$ cat config.mk
export PLATFORM = sky130hd
export DESIGN_NAME = axis_sample_source
export DESIGN_NICKNAME = d
export VERILOG_FILES = /design/src/rtl/axis_src_pkg.sv /design/src/rtl/axis_sample_source_lfsr16.sv /design/src/rtl/axis_sample_source.sv
export SDC_FILE = /design/constraint.sdc
export NUM_CORES = 1
export LEC_CHECK = 0
export CAP_MARGIN = 10
export CORE_MARGIN = 2
export CORE_UTILIZATION = 35
export DETAILED_ROUTE_END_ITERATION = 10
export GPL_ROUTABILITY_DRIVEN = 0
export GPL_TIMING_DRIVEN = 0
export PLACE_DENSITY_LB_ADDON = 0.08
export SLEW_MARGIN = 20
export SYNTH_ARGS = -nofsm -noshare
export SYNTH_HDL_FRONTEND = slang
export SYNTH_SLANG_ARGS = --single-unit
$ cat constraint.sdc
create_clock -name clk -period 3.6 [get_ports clk]
set_input_delay 0.36 -clock clk [delete_from_list [all_inputs] [get_ports clk]]
set_output_delay 0.36 -clock clk [all_outputs]
set_load 0.005 [all_outputs]
$ cat src/rtl/axis_src_pkg.sv
// Shared types and helpers for the axis_sample_source test-waveform generator.
package axis_src_pkg;

   typedef enum logic [1:0] {
      CONST  = 2'd0,
      RAMP   = 2'd1,
      SQUARE = 2'd2,
      STEP   = 2'd3
   } mode_e;

   typedef enum logic [1:0] {
      IDLE = 2'd0,
      RUN  = 2'd1,
      DONE = 2'd2
   } state_e;

   // Unsigned add clamped to maxv.
   function automatic int unsigned sat_add(input int unsigned a, input int unsigned b,
                                           input int unsigned maxv);
      int unsigned s;
      s = a + b;
      return (s > maxv) ? maxv : s;
   endfunction

   // Unsigned subtract clamped at zero.
   function automatic int unsigned sat_sub(input int unsigned a, input int unsigned b);
      return (b > a) ? 32'd0 : a - b;
   endfunction

   // One step of the x^16+x^14+x^13+x^11+1 Fibonacci LFSR (shift toward MSB).
   function automatic logic [15:0] lfsr_next(input logic [15:0] q);
      return {q[14:0], q[15] ^ q[13] ^ q[12] ^ q[10]};
   endfunction

endpackage

$ cat src/rtl/axis_sample_source_lfsr16.sv
// 16-bit Fibonacci LFSR used as the noise source; reloads its seed on load.
module lfsr16 #(
   parameter logic [15:0] SEED = 16'hACE1
) (
   input  logic        clk,
   input  logic        rst,
   input  logic        load,
   input  logic        advance,
   output logic [15:0] q
);
   import axis_src_pkg::*;

   // Seed on reset or load, otherwise step once per advance.
   always_ff @(posedge clk) begin
      if (rst || load) begin
         q <= SEED;
      end else if (advance) begin
         q <= lfsr_next(q);
      end
   end

endmodule

$ cat src/rtl/axis_sample_source.sv
// AXI-Stream test-waveform source: emits a programmed number of 8-bit samples
// (CONST/RAMP/SQUARE/STEP) per run under backpressure, with busy/done status.
// Build option AXIS_SRC_NOISE_EN adds saturating LFSR noise to every sample.
//
// state | meaning
// IDLE  | waiting for start; config latched on start
// RUN   | m_valid high, one sample per handshake
// DONE  | single cycle with done=1, start ignored
module axis_sample_source #(
   parameter int DATA_W   = 8,
   parameter int LEN_W    = 16,
   parameter int HALF_PER = 4
`ifdef AXIS_SRC_NOISE_EN
   ,
   parameter logic [15:0]       LFSR_SEED  = 16'hACE1,
   parameter logic [DATA_W-1:0] NOISE_MASK = 8'h07
`endif
) (
   input  logic              clk,
   input  logic              rst,
   input  logic              start,
   input  logic [1:0]        mode,
   input  logic [DATA_W-1:0] level,
   input  logic [DATA_W-1:0] amp,
   input  logic [LEN_W-1:0]  length,
   output logic [DATA_W-1:0] m_data,
   output logic              m_valid,
   input  logic              m_ready,
   output logic              busy,
   output logic              done
);
   import axis_src_pkg::*;

   localparam int unsigned DMAX = (2 ** DATA_W) - 1;

   state_e            state;
   mode_e             mode_r;
   logic [DATA_W-1:0] level_r, amp_r;
   logic [LEN_W-1:0]  len_r, idx;
   logic              handshake, last_beat, start_ok;
   logic [DATA_W-1:0] first_sample, next_sample;

   function automatic logic [DATA_W-1:0] wave(input mode_e m, input logic [DATA_W-1:0] lv,
                                              input logic [DATA_W-1:0] am,
                                              input logic [LEN_W-1:0] len,
                                              input logic [LEN_W-1:0] k);
      logic [LEN_W-1:0]  half_cnt;
      logic [DATA_W-1:0] hi, lo, res;
      hi       = DATA_W'(sat_add(32'(lv), 32'(am), DMAX));
      lo       = DATA_W'(sat_sub(32'(lv), 32'(am)));
      half_cnt = k / LEN_W'(HALF_PER);
      case (m)
         CONST:   res = lv;
         RAMP:    res = lv + k[DATA_W-1:0];
         SQUARE:  res = half_cnt[0] ? lo : hi;
         STEP:    res = (k < (len >> 1)) ? lv : hi;
         default: res = lv;
      endcase
      return res;
   endfunction

   assign handshake = m_valid && m_ready;
   assign last_beat = handshake && (idx == len_r - LEN_W'(1));
   assign start_ok  = start && (state == IDLE);

`ifdef AXIS_SRC_NOISE_EN
   logic [15:0] lfsr_q;

   function automatic logic [DATA_W-1:0] add_noise(input logic [DATA_W-1:0] s,
                                                   input logic [15:0] r);
      logic [DATA_W-1:0] mag;
      mag = r[DATA_W-1:0] & NOISE_MASK;
      return r[DATA_W] ? DATA_W'(sat_sub(32'(s), 32'(mag)))
                       : DATA_W'(sat_add(32'(s), 32'(mag), DMAX));
   endfunction

   lfsr16 #(.SEED(LFSR_SEED)) u_lfsr (
      .clk     (clk),
      .rst     (rst),
      .load    (start_ok),
      .advance (handshake),
      .q       (lfsr_q)
   );
`endif

   // Sample for beat 0 of a new run, and the preload for the beat after idx.
   always_comb begin
      first_sample = wave(mode_e'(mode), level, amp, length, '0);
      next_sample  = wave(mode_r, level_r, amp_r, len_r, idx + LEN_W'(1));
`ifdef AXIS_SRC_NOISE_EN
      first_sample = add_noise(first_sample, LFSR_SEED);
      next_sample  = add_noise(next_sample, lfsr_next(lfsr_q));
`endif
   end

   // Run sequencing with registered stream and status outputs.
   always_ff @(posedge clk) begin
      if (rst) begin
         state   <= IDLE;
         m_valid <= 1'b0;
         m_data  <= '0;
         busy    <= 1'b0;
         done    <= 1'b0;
         idx     <= '0;
         mode_r  <= CONST;
         level_r <= '0;
         amp_r   <= '0;
         len_r   <= '0;
      end else begin
         case (state)
            IDLE: begin
               done <= 1'b0;
               if (start_ok) begin
                  mode_r  <= mode_e'(mode);
                  level_r <= level;
                  amp_r   <= amp;
                  len_r   <= length;
                  idx     <= '0;
                  if (length != '0) begin
                     state   <= RUN;
                     m_valid <= 1'b1;
                     busy    <= 1'b1;
                     m_data  <= first_sample;
                  end else begin
                     state <= DONE;
                     done  <= 1'b1;
                  end
               end
            end
            RUN: begin
               if (last_beat) begin
                  state   <= DONE;
                  m_valid <= 1'b0;
                  busy    <= 1'b0;
                  done    <= 1'b1;
               end else if (handshake) begin
                  idx    <= idx + LEN_W'(1);
                  m_data <= next_sample;
               end
            end
            DONE: begin
               state <= IDLE;
               done  <= 1'b0;
            end
            default: state <= IDLE;
         endcase
      end
   end

endmodule
; Yosys cells after proc, flatten, opt, wreduce, memory -nomap -nowiden
; Index checks and enable logic that the tools add are counted.
[totals]
wordCells = 79
regBits = 62
output_inout_bits = 11
[op_classes]
magnitude_cmp = 5
muxes = 29
n_reduce_logical = 16
eq_ne = 14
n_addsub = 6
[ops]
columns = op, count
row1 = 8-bit 2-to-1 mux, 10
row2 = 16-bit 2-to-1 mux, 3
row3 = 16-bit one-hot mux with 2 select lines, 1
row4 = 8-bit one-hot mux with 4 select lines, 1
row5 = 8-bit one-hot mux with 3 select lines, 1
row6 = 8-bit by 8-bit adder with 9-bit output, 2
row7 = 9-bit by 8-bit greater-than comparator with 1-bit output (second input constant), 2
row8 = 16-bit by 1-bit adder with 16-bit output (second input constant), 1
row9 = 16-bit equality test, 1
row10 = 16-bit by 15-bit less-than comparator with 1-bit output, 1
row11 = 8-bit one-hot mux with 2 select lines, 1
row12 = 16-bit nonzero test, 1
row13 = 16-bit by 1-bit subtractor with 16-bit output (second input constant), 1
row14 = 1-bit by 15-bit less-than comparator with 1-bit output (first input constant), 1
row15 = 2-bit equality test (second input constant), 5
row16 = 8-bit adder, 1
row17 = 8-bit greater-than comparator, 1
row18 = 2-bit != test (second input constant), 4
row19 = 4-bit AND reduction, 2
row20 = 8-bit subtractor, 1
row21 = 2-bit by 1-bit equality test with 1-bit output (second input constant), 3
row22 = 2-bit zero test, 3
row23 = 1-bit 2-to-1 mux, 6
row24 = 2-bit 2-to-1 mux, 3
row25 = other kinds (10), 14

; Logic depth before layout (Yosys ltp)
; Gate-level depths: netlist of the first run.
[logic_depth]
ltp_word = 8
depth_mapped = 16

; Worst setup path before layout of the first run
; No wires, ideal clock.
[synth_timing]
path_type = reg-to-reg
startpoint = reg idx[8]
endpoint = reg m_data[0]
required_time_ns = 3.509
path_slack_ns = 0.361
setup_ns = 0.091
n_path_buf = 3
t_arrival_ns = 3.148
stages_incl_launch_ff = 16
synth_period_minus_slack_ns = 3.239
path_cell_list = dfxtp_1 clkbuf_1 nand4_1 or3_1 clkbuf_1 nor2_1 xor2_1 ha_1 nand3_1 nor2_1 o41ai_1 o2111ai_1 buf_2 a31o_2 o22a_1 a311oi_1
[synth_between]
elab_chain_len = 7
[synth_lines]
columns = element, line_no
row1 = from (decl), axis_sample_source.sv:39  ; logic [LEN_W-1:0] len_r, idx;
row2 = from (signal assigned), axis_sample_source.sv:137  ; idx <= idx + LEN_W'(1);
row3 = 16-bit by 1-bit adder with 16-bit output, axis_sample_source.sv:89  ; next_sample = wave(mode_r, level_r, amp_r, len_r, idx + LEN_W'(1));
row4 = 16-bit by 15-bit less-than comparator with 1-bit output, axis_sample_source.sv:56  ; STEP: res = (k < (len >> 1)) ? lv : hi;
row5 = 8-bit 2-to-1 mux, axis_sample_source.sv:56
row6 = 8-bit one-hot mux with 4 select lines, axis_sample_source.sv:52  ; case (m)
row7 = 8-bit 2-to-1 mux, axis_sample_source.sv:136  ; end else if (handshake) begin
row8 = 8-bit 2-to-1 mux, axis_sample_source.sv:131  ; if (last_beat) begin
row9 = 8-bit one-hot mux with 2 select lines, axis_sample_source.sv:110  ; case (state)
row10 = to (signal assigned), axis_sample_source.sv:123  ; m_data <= first_sample;
row11 = to (signal assigned), axis_sample_source.sv:138  ; m_data <= next_sample;
row12 = to (decl), axis_sample_source.sv:26  ; output logic [DATA_W-1:0] m_data,
; Several ways; a longest one is shown, not always the timed one. The select of a mux whose other input is x is not followed.
; A chain may end at the register's enable or synchronous reset.

; Worst setup path after layout of the first run
[layout_timing]
startpoint = reg idx[1]
endpoint = reg m_data[0]
; Same word-level chain as after synthesis.

==> metrics.sh, run 1 <==
PROPORTION_OF_SYNTHESIZED_FLIP_FLOPS_HAVING_ASYNCHRONOUS_SET_OR_RESET_PCT=0
CTS_ROOT_BUFFER='clkbuf_16'
WORSTSKEWPAIRLATENCY_NS=0.34
IO_BUFFER_COUNT=48
TIMING.CLOCK.SKEW_NS=0.00937
CORE_BOX_AREA_SQ_MM=0.0153
GRT_USE_TOTAL_PCT=21.6
CLOCKBUFFERDEPTH=2
RSZ0062_AT_GRT='yes'
HPWL_MICRONS=13900
AREAGROWTHSYNTHTOFINISH_PCT=22.3
YS_SEQ_AREA_SHARE_PCT=22.6
POST_DRT_ANTENNA_NETS=0
ANTENNA_DIODE_COUNT=0
ORIGIN_OF_THE_WORST_SETUP_PATH='idx[1]$_SDFFE_PP0P_'
DRCVIOLATIONCOUNT=0
NNETSFINAL=887
DR_TOTAL_VIAS=5536
WL_MET1_MICRONS=8840
SYNTH_AREA_SQ_MM=0.00550
CRITICAL_PATH.MAX_FANOUT=5
SYNTHDOMINANTAREACELLTYPE='dfxtp_1'
WORSTPATHREQUIRED_NS=3.85
DETAILEDROUTE.FIRSTPASSITERATIONCOUNT=5
R2R_START='idx[1]$_SDFFE_PP0P_'
TIMING.SLEW.HEADROOM_PCT=53.0
CRIT-REG2REG-CAPTURE='m_data[0]$_SDFFE_PP0P_'
TIMING_WORST_SLEW_PIN_VALUE_NS=0.705
ANTENNA_FOUND_INITIAL=0
YOSYSUNIQUECELLTYPES=72
MET3_LENGTH_MICRONS=949
MAXCAP_VIOL_COUNT=0
SYNTHESIS.INSTANCES=735
INITIAL_CORE_UTIL_PCT=36.0
SETUP.REG_TO_REG.WORST_SLACK_NS=0.15
FINAL_HOLD_VIOL_COUNT=0
FIN_HOLD_WS_NS=0.491
YS_DOMINANT_REG_CELL='dfxtp_1'
RUN_STATUS='finished clean'
TIMING.CRITICAL_PATH.TO='m_data[0]$_SDFFE_PP0P_'
HIGHEST-SIGNAL-LAYER='met4'
SYNTH_EDF_COUNT=0
FINAL_LAYOUT_SIZE_SUFFIX_GT1_SHARE_PCT=9.38
CLKSINKCOUNT=62
POSTSYNTHNETCOUNT=827
POSTLAYOUTSETUPSLACKWORST_NS=0.151
SYNTH_TOP_AREA_SHARE_PCT=22.6
CRITPATHLAUNCHTYPE='flip-flop'
YOSYSWARNINGCOUNT=0
WORST_HOLD_PATH_TYPE='reg -> reg'
FINAL_MAX_SLEW_VIOL_COUNT=0
TRITONCTS='done'
SETUP_VIOL=0
IO-PIN-COUNT=49
SETUP.WORST_PATH.CLASS='reg -> reg'
GRT_PASS1_VIAS=5193
SYNTH.TOP_CELLS.BY_AREA='dfxtp_1 23%, ha_1 11%, nand2_1 6.7%, a21oi_1 6.0%, nor2_1 4.3%'
MET2WIRELENGTH_MICRONS=7600
MINIMUM_PERIOD_IMPLIED_BY_THE_FINAL_WORST_SETUP_SLACK_NS=3.45
NUMBER_OF_BUFFERS_CREATED_BY_CTS=9
WORSTREGTOREGCELLS=15
DP_WORST_SETUP_SLACK_NS=-0.688
CRITPATHARRIVALTIME_NS=3.70
ROUTEDWLPERCELL_MICRONS=17.4
CLOCK_TREE.HTREE_LEVEL_COUNT=3
GRT_PASS1_WL_MICRONS=27800
FRACTION_OF_THE_CORE_AREA_COVERED_BY_CELLS_AT_THE_END_OF_THE_FLOW_PCT=44.1
MAXIMUM_NUMBER_OF_PINS_ON_ONE_NET_BEFORE_GLOBAL_ROUTE_REPAIR=11
SYN_AVG_CELL_AREA_SQ_UM=7.48
GRT_OVERFLOW=0
POST_CTS_HOLD_BUFFER_COUNT=0
FMAX_GHz=0.290
SYNTH.FF_LATCH_COUNT=62
VIAS_PER_CELL=5.48
DIEWIDTH_MICRONS=129
LEAKAGEPOWER_uW=0.00258
DIE-AREA_SQ_MM=0.0167
DIEHEIGHT_MICRONS=129
TOTALWIRELENGTH_MICRONS=17600
DRT-INITIAL-DRC-COUNT=438
VDD.IR_DROP.WORST_uV=260
CLKSLEWWORSTSETUPHOLDPATHS_NS=0.05
FLOORPLAN.ROWS=45
END_KIND='flip-flop'
POWER.DENSITY_CELL_AREA_mW_PER_MM2=545
FINALCRITPERIODSHARE_PCT=95.8
-- where the power goes --
| group | leakage [uW] | switching, uW | internal, uW |
|---|---|---|---|
| registers | 0.000514 | 138 | 800 |
| logic | 0.00192 | 1040 | 791 |
| clock network | 0.000146 | 322 | 573 |
| total | 0.00258 | 1500 | 2160 |
-- logic make-up after synthesis --
family | Yosys count | synth area share [%]
AOI/OAI and AO/OA | 199 | 24.6
xor gates and xnor gates | 45 | 7.17
adders and majority gates | 54 | 12.8
buffers and inverters | 94 | 7.08
DFF | 62 | 22.6
muxes | 9 | 1.73
and+or+nand+nor | 272 | 24.0
-- cells in the final DEF (no fill, tap or decap), types with 5 or more instances in the layout --
| master | synthesis | routed |
|---|---|---|
| nand2_1 | 98 | 98 |
| a21oi_1 | 66 | 66 |
| nor2_1 | 63 | 61 |
| inv_1 | 52 | 52 |
| dfxtp_1 | 62 | 52 |
| ha_1 | 50 | 49 |
| clkdlybuf4s50_1 | 0 | 48 |
| clkbuf_1 | 29 | 26 |
| xnor2_1 | 25 | 24 |
| nand3_1 | 20 | 20 |
| xor2_1 | 20 | 19 |
| o21ai_0 | 17 | 17 |
| nor3_1 | 17 | 17 |
| nand4_1 | 11 | 11 |
| o211ai_1 | 11 | 11 |
| nor2b_1 | 11 | 11 |
| a22o_1 | 10 | 10 |
| o21a_1 | 9 | 9 |
| a311oi_1 | 9 | 9 |
| clkbuf_16 | 0 | 9 |
| buf_4 | 2 | 8 |
| a211oi_1 | 9 | 8 |
| a31oi_1 | 7 | 7 |
| nor4_1 | 7 | 7 |
| o22ai_1 | 7 | 7 |
| and3_1 | 6 | 6 |
| a221o_1 | 6 | 6 |
| or2_2 | 5 | 5 |
| a21o_1 | 5 | 5 |
| o21bai_1 | 5 | 5 |
| mux2i_1 | 5 | 5 |
| dfxtp_4 | 0 | 5 |
| dfxtp_2 | 0 | 5 |
-- final cells by class --
class                      instances  area [sq um]
fill                            1559          8530
multi-input combinational        579          3980
sequential                        62          1270
timing repair buffer              54           538
tap                              211           264
clock buffer                      13           260
inverter                          53           200
buffer                            36           181
clock inverter                     3          42.5
-- cells in the mapped netlist, types with 9 or more instances --
| library cell | instances |
|---|---|
| nand2_1 | 98 |
| a21oi_1 | 66 |
| nor2_1 | 63 |
| dfxtp_1 | 62 |
| inv_1 | 52 |
| ha_1 | 50 |
| clkbuf_1 | 29 |
| xnor2_1 | 25 |
| nand3_1 | 20 |
| xor2_1 | 20 |
| nor3_1 | 17 |
| o21ai_0 | 17 |
| nand4_1 | 11 |
| nor2b_1 | 11 |
| o211ai_1 | 11 |
| a22o_1 | 10 |
| a211oi_1 | 9 |
| a311oi_1 | 9 |
| o21a_1 | 9 |
-- state kept, by name, indices dropped and copies added, names as in the netlist --
| register | count |
|---|---|
| amp_r | 8 |
| level_r | 8 |
| state | 2 |
| busy | 1 |
| mode_r | 2 |
| len_r | 16 |
| idx | 16 |
| m_data | 8 |
| done | 1 |
-- worst min path at each step --
stage                     startpoint               endpoint  slack, ns  cells after the start
4_1_cts        amp_r[1]$_SDFFE_PP0P_  amp_r[1]$_SDFFE_PP0P_       0.49                      2
3_5_place_dp   amp_r[1]$_SDFFE_PP0P_  amp_r[1]$_SDFFE_PP0P_       0.48                      2
5_1_grt        amp_r[1]$_SDFFE_PP0P_  amp_r[1]$_SDFFE_PP0P_       0.52                      2
2_1_floorplan  amp_r[1]$_SDFFE_PP0P_  amp_r[1]$_SDFFE_PP0P_       0.45                      2
6_report       amp_r[1]$_SDFFE_PP0P_  amp_r[1]$_SDFFE_PP0P_       0.49                      2
3_3_place_gp   amp_r[1]$_SDFFE_PP0P_  amp_r[1]$_SDFFE_PP0P_       0.48                      2
-- through the flow --
step                      total power [uW]  std cells  TNS [ns]  instance area, sq um
after floorplan                       2130        735         0                  5500
after global placement                2670        994     -2.46                  6240
after detailed placement              2680        994     -2.70                  6240
after CTS                             3610       1006   -0.0158                  6580
after global routing                  3920       1011    -0.132                  6730
final                                 3670       1011         0                  6730
-- critical path, cell delays in order, from the launching register on --
cell and delay [ns]:
dfxtp_4 0.39, ha_4 0.15, nand4_1 0.20, nor2_4 0.19
nand3_1 0.10, xnor2_1 0.23, ha_1 0.29, nand3_1 0.11
nor2_1 0.07, o41ai_2 0.44, o2111ai_4 0.21, buf_6 0.18
buf_12 0.12, a31o_2 0.23, o22a_1 0.19, a311oi_1 0.25
-- layer usage --
metal,global-route usage (%),vias up
li1,-,2759
met5,0,-
met3,3.14,12
met1,32.3,2629
met4,5.18,0
met2,32.4,136
-- timing repair --
action,4_1_cts,5_1_grt
pin swaps,1,7
setup endpoints to repair,8,11
buffers inserted,0,6
gates resized for setup,16,24
Note: power is estimated with default switching activity, not from simulation.
==> run 2, diff against run 1 <==
- CTS_BUF_LIST: default -> sky130_fd_sc_hd__clkbuf_16
- SKIP_CTS_REPAIR_TIMING: default -> 1
- SLEW_MARGIN: 20 -> 10
==> metrics.sh, run 2 (synthesis results as in run 1) <==
CLKSINKCOUNT=62
WORSTREGTOREGCELLS=14
CLKPWRFRAC_PCT=23.5
HPWL_MICRONS=13900
TIMING.SLEW.HEADROOM_PCT=49.0
DETAILEDROUTE.FIRSTPASSITERATIONCOUNT=5
WORSTHOLDPATHCELLS=2
INTPOWER_uW=2100
FINALCRITPERIODSHARE_PCT=95.7
AREAGROWTHSYNTHTOFINISH_PCT=21.8
DIEWIDTH_MICRONS=129
CORE_BOX_AREA_SQ_MM=0.0153
NUMBER_OF_BUFFERS_CREATED_BY_CTS=9
VDD.IR_DROP.WORST_uV=259
RUN_STATUS='finished clean'
END_KIND='flip-flop'
CRIT-REG2REG-CAPTURE='m_data[0]$_SDFFE_PP0P_'
DRCVIOLATIONCOUNT=0
TOTALWIRELENGTH_MICRONS=17600
CTS_ROOT_BUFFER='clkbuf_16'
MAXIMUM_NUMBER_OF_PINS_ON_ONE_NET_BEFORE_GLOBAL_ROUTE_REPAIR=11
MOST_COMMON_CELL_AFTER_LAYOUT_FILL_AND_TAPS_ASIDE='nand2_1'
MINIMUM_PERIOD_IMPLIED_BY_THE_FINAL_WORST_SETUP_SLACK_NS=3.45
CRITPATHARRIVALTIME_NS=3.70
FRACTION_OF_THE_CORE_AREA_COVERED_BY_CELLS_AT_THE_END_OF_THE_FLOW_PCT=43.9
FINAL_MAX_SLEW_VIOL_COUNT=0
GRT_USE_TOTAL_PCT=21.5
VIAS_PER_CELL=5.45
FMAX_GHz=0.290
GRT_PASS1_VIAS=5172
IO-PIN-COUNT=49
WORSTSKEWPAIRLATENCY_NS=0.34
LEAKAGEPOWER_uW=0.00258
TIMING.CLOCK.SKEW_NS=0.00941
ANTENNA_DIODE_COUNT=0
FINAL_LAYOUT_SIZE_SUFFIX_GT1_SHARE_PCT=9.23
SETUP_VIOL=0
REG_TOP3='idx x16, len_r x16'
CLOCK_TREE.HTREE_LEVEL_COUNT=3
SETUP.WORST_PATH.CLASS='reg -> reg'
FINALSETUPTNS_NS=0
MAXCAP_VIOL_COUNT=0
DIE-AREA_SQ_MM=0.0167
TIMING_WORST_SLEW_PIN_VALUE_NS=0.757
CRITPATHLAUNCHTYPE='flip-flop'
GRT_PASS1_WL_MICRONS=27700
ROUTEDWLPERCELL_MICRONS=17.3
R2R_START='idx[4]$_SDFFE_PP0P_'
FINAL_CELL_MIX='98 x nand2_1, 66 x a21oi_1, 61 x nor2_1'
ORIGIN_OF_THE_WORST_SETUP_PATH='idx[4]$_SDFFE_PP0P_'
WORSTPATHREQUIRED_NS=3.85
CLKSLEWWORSTSETUPHOLDPATHS_NS=0.06
TRITONCTS='done'
RSZ0062_AT_GRT='yes'
NNETSFINAL=889
SETUP.REG_TO_REG.WORST_SLACK_NS=0.15
POWER.SWITCHING_FRACTION_PCT=41.7
GRT_OVERFLOW=0
REG_POWER_SHARE_PCT=26.1
NETSWITCHINGPOWER_uW=1500
CLOCKBUFFERDEPTH=2
IO_BUFFER_COUNT=48
POST_DRT_ANTENNA_NETS=0
TIMING.CRITICAL_PATH.TO='m_data[0]$_SDFFE_PP0P_'
ANTENNA_FOUND_INITIAL=0
DRT-INITIAL-DRC-COUNT=437
DIEHEIGHT_MICRONS=129
FINAL_HOLD_VIOL_COUNT=0
WORST_HOLD_PATH_TYPE='reg -> reg'
POWER.DENSITY_CELL_AREA_mW_PER_MM2=537
CRITICAL_PATH.MAX_FANOUT=6
FLOORPLAN.ROWS=45
INITIAL_CORE_UTIL_PCT=36.0
COMB_POWER_SHARE_PCT=50.4
DR_TOTAL_VIAS=5525
[run 2: cell count changes in the layout (fill, tap and decap cells not counted)]
| cell | previous run | this run |
|---|---|---|
| clkinvlp_4 | 1 | 2 |
| dfxtp_1 | 52 | 53 |
| a2111oi_2 | 0 | 1 |
| buf_12 | 1 | 0 |
| buf_4 | 8 | 11 |
| clkbuf_1 | 26 | 24 |
| inv_1 | 52 | 54 |
| clkinv_1 | 0 | 2 |
| clkinv_2 | 2 | 1 |
| dfxtp_2 | 5 | 4 |
| clkbuf_8 | 2 | 0 |
| a2111oi_4 | 1 | 0 |
[run 2: worst min path at each step]
| stage | from | end |
|---|---|---|
| floorplan | amp_r[1]$_SDFFE_PP0P_ | amp_r[1]$_SDFFE_PP0P_ |
| global placement | amp_r[1]$_SDFFE_PP0P_ | amp_r[1]$_SDFFE_PP0P_ |
| detailed placement | amp_r[1]$_SDFFE_PP0P_ | amp_r[1]$_SDFFE_PP0P_ |
| CTS | amp_r[1]$_SDFFE_PP0P_ | amp_r[1]$_SDFFE_PP0P_ |
| global route | amp_r[1]$_SDFFE_PP0P_ | amp_r[1]$_SDFFE_PP0P_ |
| finish | amp_r[1]$_SDFFE_PP0P_ | amp_r[1]$_SDFFE_PP0P_ |
[run 2: layout make-up]
type	instances	area, sq um
flip-flops and latches	62	1260
fillers	1567	8560
well taps	211	264
inverters	53	203
plain buffers	36	181
repair buffers	56	541
clock buffers	9	225
multi-input cells	579	3960
clock inverters	7	57.6
[run 2: per-layer routing]
layer / vias to the layer above / global-route usage (%) / wire [microns]
met3: 17 / 2.73 / 971
met2: 153 / 32.2 / 7540
li1: 2771 / - / -
met1: 2584 / 32.3 / 8830
met4: 0 / 5.88 / 235
met5: - / 0 / 0
[run 2: power groups by stage]
stage | clock (uW) | sequential, uW | combinational [uW]
final | 847 | 938 | 1810
after global routing | 893 | 955 | 2000
after CTS | 861 | 942 | 1740
after detailed placement | 0 | 956 | 1730
after global placement | 0 | 950 | 1720
after floorplan | 0 | 904 | 1220
[run 2: worst max-delay path: stages (launching register included)]
cell and delay [ns]:
dfxtp_2 0.39, nand3_1 0.13, or3_4 0.43, nor2_2 0.16
xor2_2 0.17, ha_1 0.27, nand3_1 0.10, nor2_1 0.07
o41ai_2 0.42, o2111ai_4 0.21, buf_6 0.17, buf_4 0.15
a31o_2 0.24, o22a_1 0.19, a311oi_1 0.25
[run 2: through the flow]
stage               setup WS [ns]  cells  total power (uW)  hold WS [ns]  area [sq um]
floorplan                   0.361    735              2130         0.453          5500
global placement           -0.622    994              2670         0.483          6240
detailed placement         -0.688    994              2680         0.484          6240
CTS                        -0.723   1010              3540         0.492          6530
global route              -0.0562   1013              3850         0.517          6700
finish                      0.154   1013              3600         0.491          6700
